**src/rtl/tff_toggle_ctrl.sv**
```systemverilog
// tff_toggle_ctrl
//
// Upstream control stage for the T flip-flop block. It takes a raw, bouncing,
// asynchronous push-button and turns it into clean single-cycle toggle
// commands (en/t) for the flip-flop. It also provides an optional auto-repeat
// while the button is held.
//
// Processing chain:
//   btn_in -> SYNC_STAGES-flop synchroniser -> debounce counter -> btn_level
//   btn_level rising edge -> press FSM -> en/t pulse (+ press_count)
//
// Ports:
//   clk         in   system clock, all logic on the rising edge
//   rst_n       in   asynchronous active-low reset
//   btn_in      in   raw button, active-high, asynchronous, may bounce
//   repeat_en   in   1 = auto-repeat while the button is held (quasi-static)
//   en          out  enable to the flip-flop, always equal to t
//   t           out  one-cycle toggle pulse per toggle event
//   btn_level   out  debounced, synchronised button level
//   press_count out  8-bit count of issued toggle pulses, wraps at 8'hFF
module tff_toggle_ctrl #(
  parameter int SYNC_STAGES     = 2,
  parameter int DEBOUNCE_CYCLES = 4,
  parameter int REPEAT_DELAY    = 16,
  parameter int REPEAT_PERIOD   = 8,
  parameter int CNT_W           = 16
) (
  input  logic       clk,
  input  logic       rst_n,
  input  logic       btn_in,
  input  logic       repeat_en,
  output logic       en,
  output logic       t,
  output logic       btn_level,
  output logic [7:0] press_count
);

  localparam logic [CNT_W-1:0] DB_LAST   = CNT_W'(DEBOUNCE_CYCLES - 1);
  localparam logic [CNT_W-1:0] RPT_DELAY = CNT_W'(REPEAT_DELAY);
  localparam logic [CNT_W-1:0] RPT_PER   = CNT_W'(REPEAT_PERIOD);
  localparam logic [CNT_W-1:0] RPT_ONE   = CNT_W'(1);

  typedef enum logic [1:0] {
    IDLE        = 2'd0,
    HELD_DELAY  = 2'd1,
    HELD_REPEAT = 2'd2,
    HELD_WAIT   = 2'd3
  } state_t;

  // ------------------------------------------------------------------
  // Synchroniser
  // ------------------------------------------------------------------
  logic [SYNC_STAGES-1:0] sync_q;
  logic                   synced;

  always_ff @(posedge clk or negedge rst_n) begin
    if (!rst_n) begin
      sync_q <= '0;
    end else begin
      sync_q <= {sync_q[SYNC_STAGES-2:0], btn_in};
    end
  end

  assign synced = sync_q[SYNC_STAGES-1];

  // ------------------------------------------------------------------
  // Debounce: the level follows synced only after synced has disagreed
  // with it for DEBOUNCE_CYCLES consecutive cycles. Any agreement in
  // between clears the count, so short glitches are swallowed.
  // ------------------------------------------------------------------
  logic [CNT_W-1:0] db_cnt_q, db_cnt_d;
  logic             level_q, level_d;

  always_comb begin
    db_cnt_d = '0;
    level_d  = level_q;
    if (synced != level_q) begin
      // The edge on which the count would reach DEBOUNCE_CYCLES commits
      // the new level instead of storing the count.
      if (db_cnt_q == DB_LAST) begin
        level_d  = synced;
        db_cnt_d = '0;
      end else begin
        db_cnt_d = db_cnt_q + RPT_ONE;
      end
    end
  end

  always_ff @(posedge clk or negedge rst_n) begin
    if (!rst_n) begin
      db_cnt_q <= '0;
      level_q  <= 1'b0;
    end else begin
      db_cnt_q <= db_cnt_d;
      level_q  <= level_d;
    end
  end

  // ------------------------------------------------------------------
  // Press / auto-repeat FSM with registered pulse and press counter.
  // The repeat counter expires when it is 1 on an edge, so a load of N
  // yields the next pulse exactly N edges after the previous one.
  // Release is checked before expiry in every HELD_* state, so a release
  // coinciding with expiry produces no pulse.
  // ------------------------------------------------------------------
  state_t           state_q;
  logic [CNT_W-1:0] rpt_cnt_q;
  logic             level_prev_q;
  logic             pulse_q;
  logic [7:0]       press_count_q;

  always_ff @(posedge clk or negedge rst_n) begin
    if (!rst_n) begin
      state_q       <= IDLE;
      rpt_cnt_q     <= '0;
      level_prev_q  <= 1'b0;
      pulse_q       <= 1'b0;
      press_count_q <= 8'd0;
    end else begin
      pulse_q      <= 1'b0;
      level_prev_q <= level_q;
      case (state_q)
        IDLE: begin
          if (level_q && !level_prev_q) begin
            pulse_q       <= 1'b1;
            press_count_q <= press_count_q + 8'd1;
            rpt_cnt_q     <= RPT_DELAY;
            state_q       <= HELD_DELAY;
          end
        end
        HELD_DELAY: begin
          if (!level_q) begin
            state_q <= IDLE;
          end else if (rpt_cnt_q == RPT_ONE) begin
            if (repeat_en) begin
              pulse_q       <= 1'b1;
              press_count_q <= press_count_q + 8'd1;
              rpt_cnt_q     <= RPT_PER;
              state_q       <= HELD_REPEAT;
            end else begin
              state_q <= HELD_WAIT;
            end
          end else begin
            rpt_cnt_q <= rpt_cnt_q - RPT_ONE;
          end
        end
        HELD_REPEAT: begin
          if (!level_q) begin
            state_q <= IDLE;
          end else if (rpt_cnt_q == RPT_ONE) begin
            if (repeat_en) begin
              pulse_q       <= 1'b1;
              press_count_q <= press_count_q + 8'd1;
              rpt_cnt_q     <= RPT_PER;
            end else begin
              state_q <= HELD_WAIT;
            end
          end else begin
            rpt_cnt_q <= rpt_cnt_q - RPT_ONE;
          end
        end
        HELD_WAIT: begin
          if (!level_q) begin
            state_q <= IDLE;
          end
        end
        default: begin
          state_q <= IDLE;
        end
      endcase
    end
  end

  assign en          = pulse_q;
  assign t           = pulse_q;
  assign btn_level   = level_q;
  assign press_count = press_count_q;

endmodule

```
**config.mk**
```make
export PLATFORM = sky130hd
export DESIGN_NAME = tff_toggle_ctrl
export DESIGN_NICKNAME = d
export VERILOG_FILES = /design/src/rtl/tff_toggle_ctrl.sv
export SDC_FILE = /design/constraint.sdc
export NUM_CORES = 1
export LEC_CHECK = 0
export CAP_MARGIN = 20
export CORE_MARGIN = 3
export CORE_UTILIZATION = 35
export DETAILED_ROUTE_END_ITERATION = 8
export PLACE_DENSITY = 0.53
export SETUP_SLACK_MARGIN = 0.2
export SYNTH_ARGS = -nofsm -noshare
export SYNTH_HDL_FRONTEND = slang
export SYNTH_SLANG_ARGS = --single-unit
```
**constraint.sdc**
```tcl
create_clock -name clk -period 3.46 [get_ports clk]
set_input_delay 0.692 -clock clk [delete_from_list [all_inputs] [get_ports clk]]
set_output_delay 0.692 -clock clk [all_outputs]
set_load 0.05 [all_outputs]
```
==> results_dict.tcl, run 1 <==
set metrics [dict create \
    outcome "completed" \
    htree_levels 2 \
    r2r_slack_ps 1030 \
    ir_drop_uv 360 \
    drt_iter0_drc 97 \
    grt_pass1_wl_um 9050 \
    rows 30 \
    hold_viol 0 \
    placedInstanceArea_sq_um 2780 \
    synth_ff_type "dfrtp_1" \
    vias_per_cell 5.19 \
    maxSlewViolCount 0 \
    drive_gt1_share_pct 8.21 \
    dr.pass1.iters 4 \
    switching_share_pct 45.2 \
    clk_pin_slew_ps 100 \
    globalRoute.totalOverflow 0 \
    crit_family "simple AND/OR/NAND/NOR gates" \
    cts_setup_buffers 0 \
    wl_per_cell_um 14.0 \
    syn-cell-area_sq_um 2540 \
    crit_top_cell "nand3_1" \
    drt_wl_total_um 5100 \
    power_density_nw_per_um2 759 \
    start_util_pct 36.8 \
    antenna_found_initial 0 \
    io_pins 15 \
    grt_max_degree 48 \
    die_y_um 91.2 \
    numCtsBuffers 5 \
    cts_resized 0 \
    dieArea_sq_um 8320 \
    setup_viol 0 \
    yosysSeqAreaShare_pct 46.3 \
    power.total_mw 2.20 \
    min_period_over_period_pct 70.3 \
    hold_buffers 0 \
    ys_ff_latch 47 \
    nNetsFinal 281 \
    io_buffers 14 \
    cts_tree "built" \
    core_area_sq_um 6910 \
    path_class "register to register" \
    finClkSkew_ps 7.45 \
    async_flop_share_pct 100 \
    slew_headroom_pct 61.2 \
    crit_buf_inv 2 \
    gp_congestion 0.809 \
    synth_fp_nets 265 \
    num_vias 1888 \
    yosysWarnings 0 \
    die_x_um 91.2 \
    syn_area_per_cell_sq_um 10.1 \
    critPathLaunchType "register" \
    rsz0062_at_grt "false" \
    power.share.clock_pct 16.5 \
    synth_top_area_share_pct 46.3 \
    path_max_fanout 12 \
    synth-edff-count 0 \
    antenna_cells 0 \
    min_period_ps 2430 \
    tightest_slew_ps 583 \
    arrival_ps 2680 \
    drc 0 \
    design_area_sq_um 2890 \
    crit_path_top_delay_cell "ha_1" \
    p_leak_nw 1.23 \
    dp_hpwl_um 3540 \
    area_growth_syn_to_layout_pct 13.8 \
    ant_nets 0 \
    cp.required_ps 3710 \
    maxCapViolCount 0 \
    cts_sinks 47 \
    fmax_mhz 411 \
    grtUsageTotal_pct 13.2 \
    synth_area_leaders "dfrtp_1 46%, xor2_1 5.2%, ha_1 4.9%" \
    fin_setup_tns_ps 0 \
    synth.most_common_cell "dfrtp_1" \
    cts-root-buf "clkbuf_8" \
    synthTopCellsByCount "47 x dfrtp_1, 25 x nor2_1, 19 x nand2_1, 15 x xor2_1" \
    synth_cell_types 48 \
    clk_latency_ps 310 \
    utilization_pct 41.9 \
    grt_pass1_vias 1888 \
    pwr-share-seq_pct 38.4 \
    synthCells 251 \
    worstPathCellList "inv_1 > ha_1 > or2_2 > a21oi_1 > buf_4 > nand3_1 > or4_1 > nand3_1" \
    hold_class "input port to async pin" \
    cts_buffer_depth 2 \
    switchingPower_uw 992 \
    pwr-share-comb_pct 45.1 \
    cpPeakStageDelay_ps 480 \
    endpoint_kind "register" \
    yosysTopAreaCell "dfrtp_1" \
    p_int_mw 1.20 \
]
[power by group through the flow]
stage                     Sequential (mW)  Combinational (mW)  Clock (mW)
after global routing                0.871                1.10       0.400
final                               0.843               0.990       0.362
after floorplan                     0.931               0.640           0
after global placement              0.857               0.986           0
after CTS                           0.845               0.997       0.380
after detailed placement            0.855               0.991           0
[flip-flops by register name, indices dropped and copies added, names as in the netlist]
| name | flops |
|---|---|
| btn_level | 1 |
| db_cnt_q | 16 |
| en | 1 |
| level_prev_q | 1 |
| press_count | 8 |
| rpt_cnt_q | 16 |
| state_q | 2 |
| sync_q | 2 |
[final timing paths]
check	start	endpoint	depth (start not counted)
max	state_q[0]	rpt_cnt_q[5]	8
min in group clk	sync_q[0]	sync_q[1]	0
min	rst_n	db_cnt_q[7]	1
max in group asynchronous	rst_n	rpt_cnt_q[4]	2
max reg2reg	state_q[0]	rpt_cnt_q[5]	8
min reg2reg	sync_q[0]	sync_q[1]	0
[metal layers]
layer,vias up,track usage [%],share of wire [%]
met1,911,18.2,50
met3,4,2.57,2.8
li1,944,-,-
met2,29,20.8,46
met5,-,0,0
met4,0,4.15,1.1
[cells in the final DEF, fill, tap and decap left out, types with 4 or more instances in the layout]
master           synthesis  routed
and3_1                   7       7
clkdlybuf4s50_1          0      13
a21oi_1                  9       9
nand4_1                 11      11
dfrtp_1                 47      47
a21o_1                   4       4
nor4_1                   5       5
nor3_1                   5       5
inv_1                    7       7
clkbuf_8                 0       5
and4_1                   4       4
nor2_1                  25      25
or4_1                    4       4
xnor2_1                  8       8
o21ai_0                 11      11
ha_1                    10      10
nand2_1                 19      19
nor3b_1                  4       4
xor2_1                  15      15
nand3_1                 11      11
[area by class of cell]
type,instances,area (sq um)
Timing Repair Buffer,17,170
Clock inverter,3,27.5
Tap cell,96,120
Clock buffer,5,68.8
Sequential cell,47,1180
Multi-Input combinational cell,189,1300
Inverter,7,26.3
Fill cell,693,4010
[through the flow]
| step | setup slack [ps] | instances | hold slack, ps |
|---|---|---|---|
| finish | 1030 | 364 | 296 |
| global route | 880 | 364 | 317 |
| CTS | 1050 | 363 | 362 |
| detailed placement | 1070 | 355 | 337 |
| global placement | 1100 | 355 | 334 |
| floorplan | 1310 | 251 | 331 |
[cells by family after synthesis]
kind of cell | share of synthesized area [%]
and+or+nand+nor | 24.9
xor gates and xnor gates | 7.93
muxes | 1.72
DFF | 46.3
AOI/OAI and AO/OA | 11.9
buffers and inverters | 2.41
adders and majority gates | 4.92
No activity file was read; power rests on OpenSTA's default activity.
==> run 2, diff against run 1 <==
- clock period: 3.46 -> 2.47 ns (I/O delays scaled with it)
==> results_dict.tcl, run 2 (synthesized netlist as in run 1, its figures left out) <==
set metrics [dict create \
    core_area_sq_um 6910 \
    reg2regPathDepth 7 \
    globalRoute.totalOverflow 0 \
    tightest_slew_ps 578 \
    p_leak_nw 1.28 \
    finClkSkew_ps 7.17 \
    fin_setup_tns_ps 0 \
    maxCapViolCount 0 \
    die_y_um 91.2 \
    path_max_fanout 10 \
    die_x_um 91.2 \
    grt_max_degree 26 \
    cts_buffer_depth 2 \
    hold_class "input port to async pin" \
    utilization_pct 42.8 \
    rows 30 \
    dr.pass1.iters 4 \
    min_period_ps 2120 \
    gp_congestion 0.832 \
    clk_latency_ps 310 \
    endpoint_kind "register" \
    fillers 705 \
    num_vias 1902 \
    area_growth_syn_to_layout_pct 16.4 \
    grt_pass1_vias 1884 \
    final_cell_mix "47 x dfrtp_1, 24 x nor2_1, 19 x nand2_1, 15 x xor2_1, 12 x clkdlybuf4s50_1" \
    grtUsageTotal_pct 13.6 \
    power_density_nw_per_um2 1060 \
    wl_per_cell_um 14.0 \
    ant_nets 0 \
    drt_iter0_drc 109 \
    nNetsFinal 288 \
    rr_startpoint "state_q[1]" \
    clk_pin_slew_ps 100 \
    htree_levels 2 \
    regArea_sq_um 1180 \
    drc 0 \
    maxSlewViolCount 0 \
    hold_viol 0 \
    start_util_pct 36.8 \
    drive_gt1_share_pct 12.0 \
    cts-root-buf "clkbuf_8" \
    outcome "completed" \
    numCtsBuffers 5 \
    antenna_cells 0 \
    final_common_cell "dfrtp_1" \
    dp_hpwl_um 3720 \
    cts_sinks 47 \
    dieArea_sq_um 8320 \
    antenna_found_initial 0 \
    drt_wl_total_um 5180 \
    io_buffers 14 \
    fmax_mhz 472 \
    rsz0062_at_grt "false" \
    arrival_ps 2330 \
    multi_input_area_sq_um 1310 \
    grt_pass1_wl_um 9290 \
    cp.required_ps 2680 \
    reg2reg_to "rpt_cnt_q[2]" \
    setup_viol 0 \
    vias_per_cell 5.13 \
    critPathLaunchType "register" \
    min_period_over_period_pct 85.9 \
    slew_headroom_pct 61.5 \
    path_class "register to register" \
    r2r_slack_ps 350 \
    ir_drop_uv 513 \
    io_pins 15 \
    cts_tree "built" \
]
-- run 2: changes by cell type in the layout (fill, tap and decap cells not counted), sizes merged --
cell           delta
buf               +7
dlymetal6s2s      +1
clkdlybuf4s50     -1
-- run 2: how the worst max path moves through the flow --
stage | startpoint | end | slack (ps) | cells after the start
finish | state_q[1] | rpt_cnt_q[2] | 350 | 7
global route | state_q[1] | rpt_cnt_q[2] | 200 | 7
CTS | btn_level | btn_level | 250 | 1
detailed placement | repeat_en | rpt_cnt_q[13] | 220 | 6
global placement | repeat_en | rpt_cnt_q[2] | 250 | 5
floorplan | state_q[0] | press_count[1] | 320 | 6
-- run 2: what timing repair did --
action	CTS	global route
buffers inserted	0	2
hold endpoints to repair	0	0
endpoints found under the setup margin	0	16
gates resized for setup	0	5
hold buffers	0	0
-- run 2: routing by layer --
metal / vias up / GRT usage [%] / routed length (um)
met2: 17 / 21.8 / 2340
met3: 5 / 2.57 / 112
met1: 925 / 18.4 / 2650
met5: - / 0 / 0
met4: 0 / 4.52 / 74
li1: 955 / - / -
-- run 2: critical path, stage by stage, from the launching register on --
cell and delay (ps):
dfrtp_1 430, inv_1 110, ha_1 290, or2_2 320, a21o_1 230, a21o_2 290, o21bai_1 180, a21o_1 180
-- run 2: report_power, final --
| group | switching (mW) | internal, mW | leakage (nW) |
|---|---|---|---|
| logic | 0.882 | 0.589 | 0.611 |
| clock network | 0.289 | 0.210 | 0.0467 |
| registers | 0.235 | 0.941 | 0.619 |
-- run 2: stage by stage --
step	power [mW]	setup WS [ps]	hold slack [ps]	instance area [sq um]	instances
after floorplan	2.20	321	198	2540	251
after global placement	2.63	247	340	2830	361
after detailed placement	2.63	223	335	2830	361
after CTS	3.15	251	184	2930	369
after global routing	3.41	200	201	2960	371
final	3.15	349	168	2960	371
-- run 2: cell type report --
type / count / area share, %
clock buffers: 5 / 2.33
clock inverters: 3 / 0.931
inverters: 7 / 0.888
multi-input cells: 189 / 44.4
flip-flops and latches: 47 / 39.8
well taps: 96 / 4.06
repair buffers: 24 / 7.61
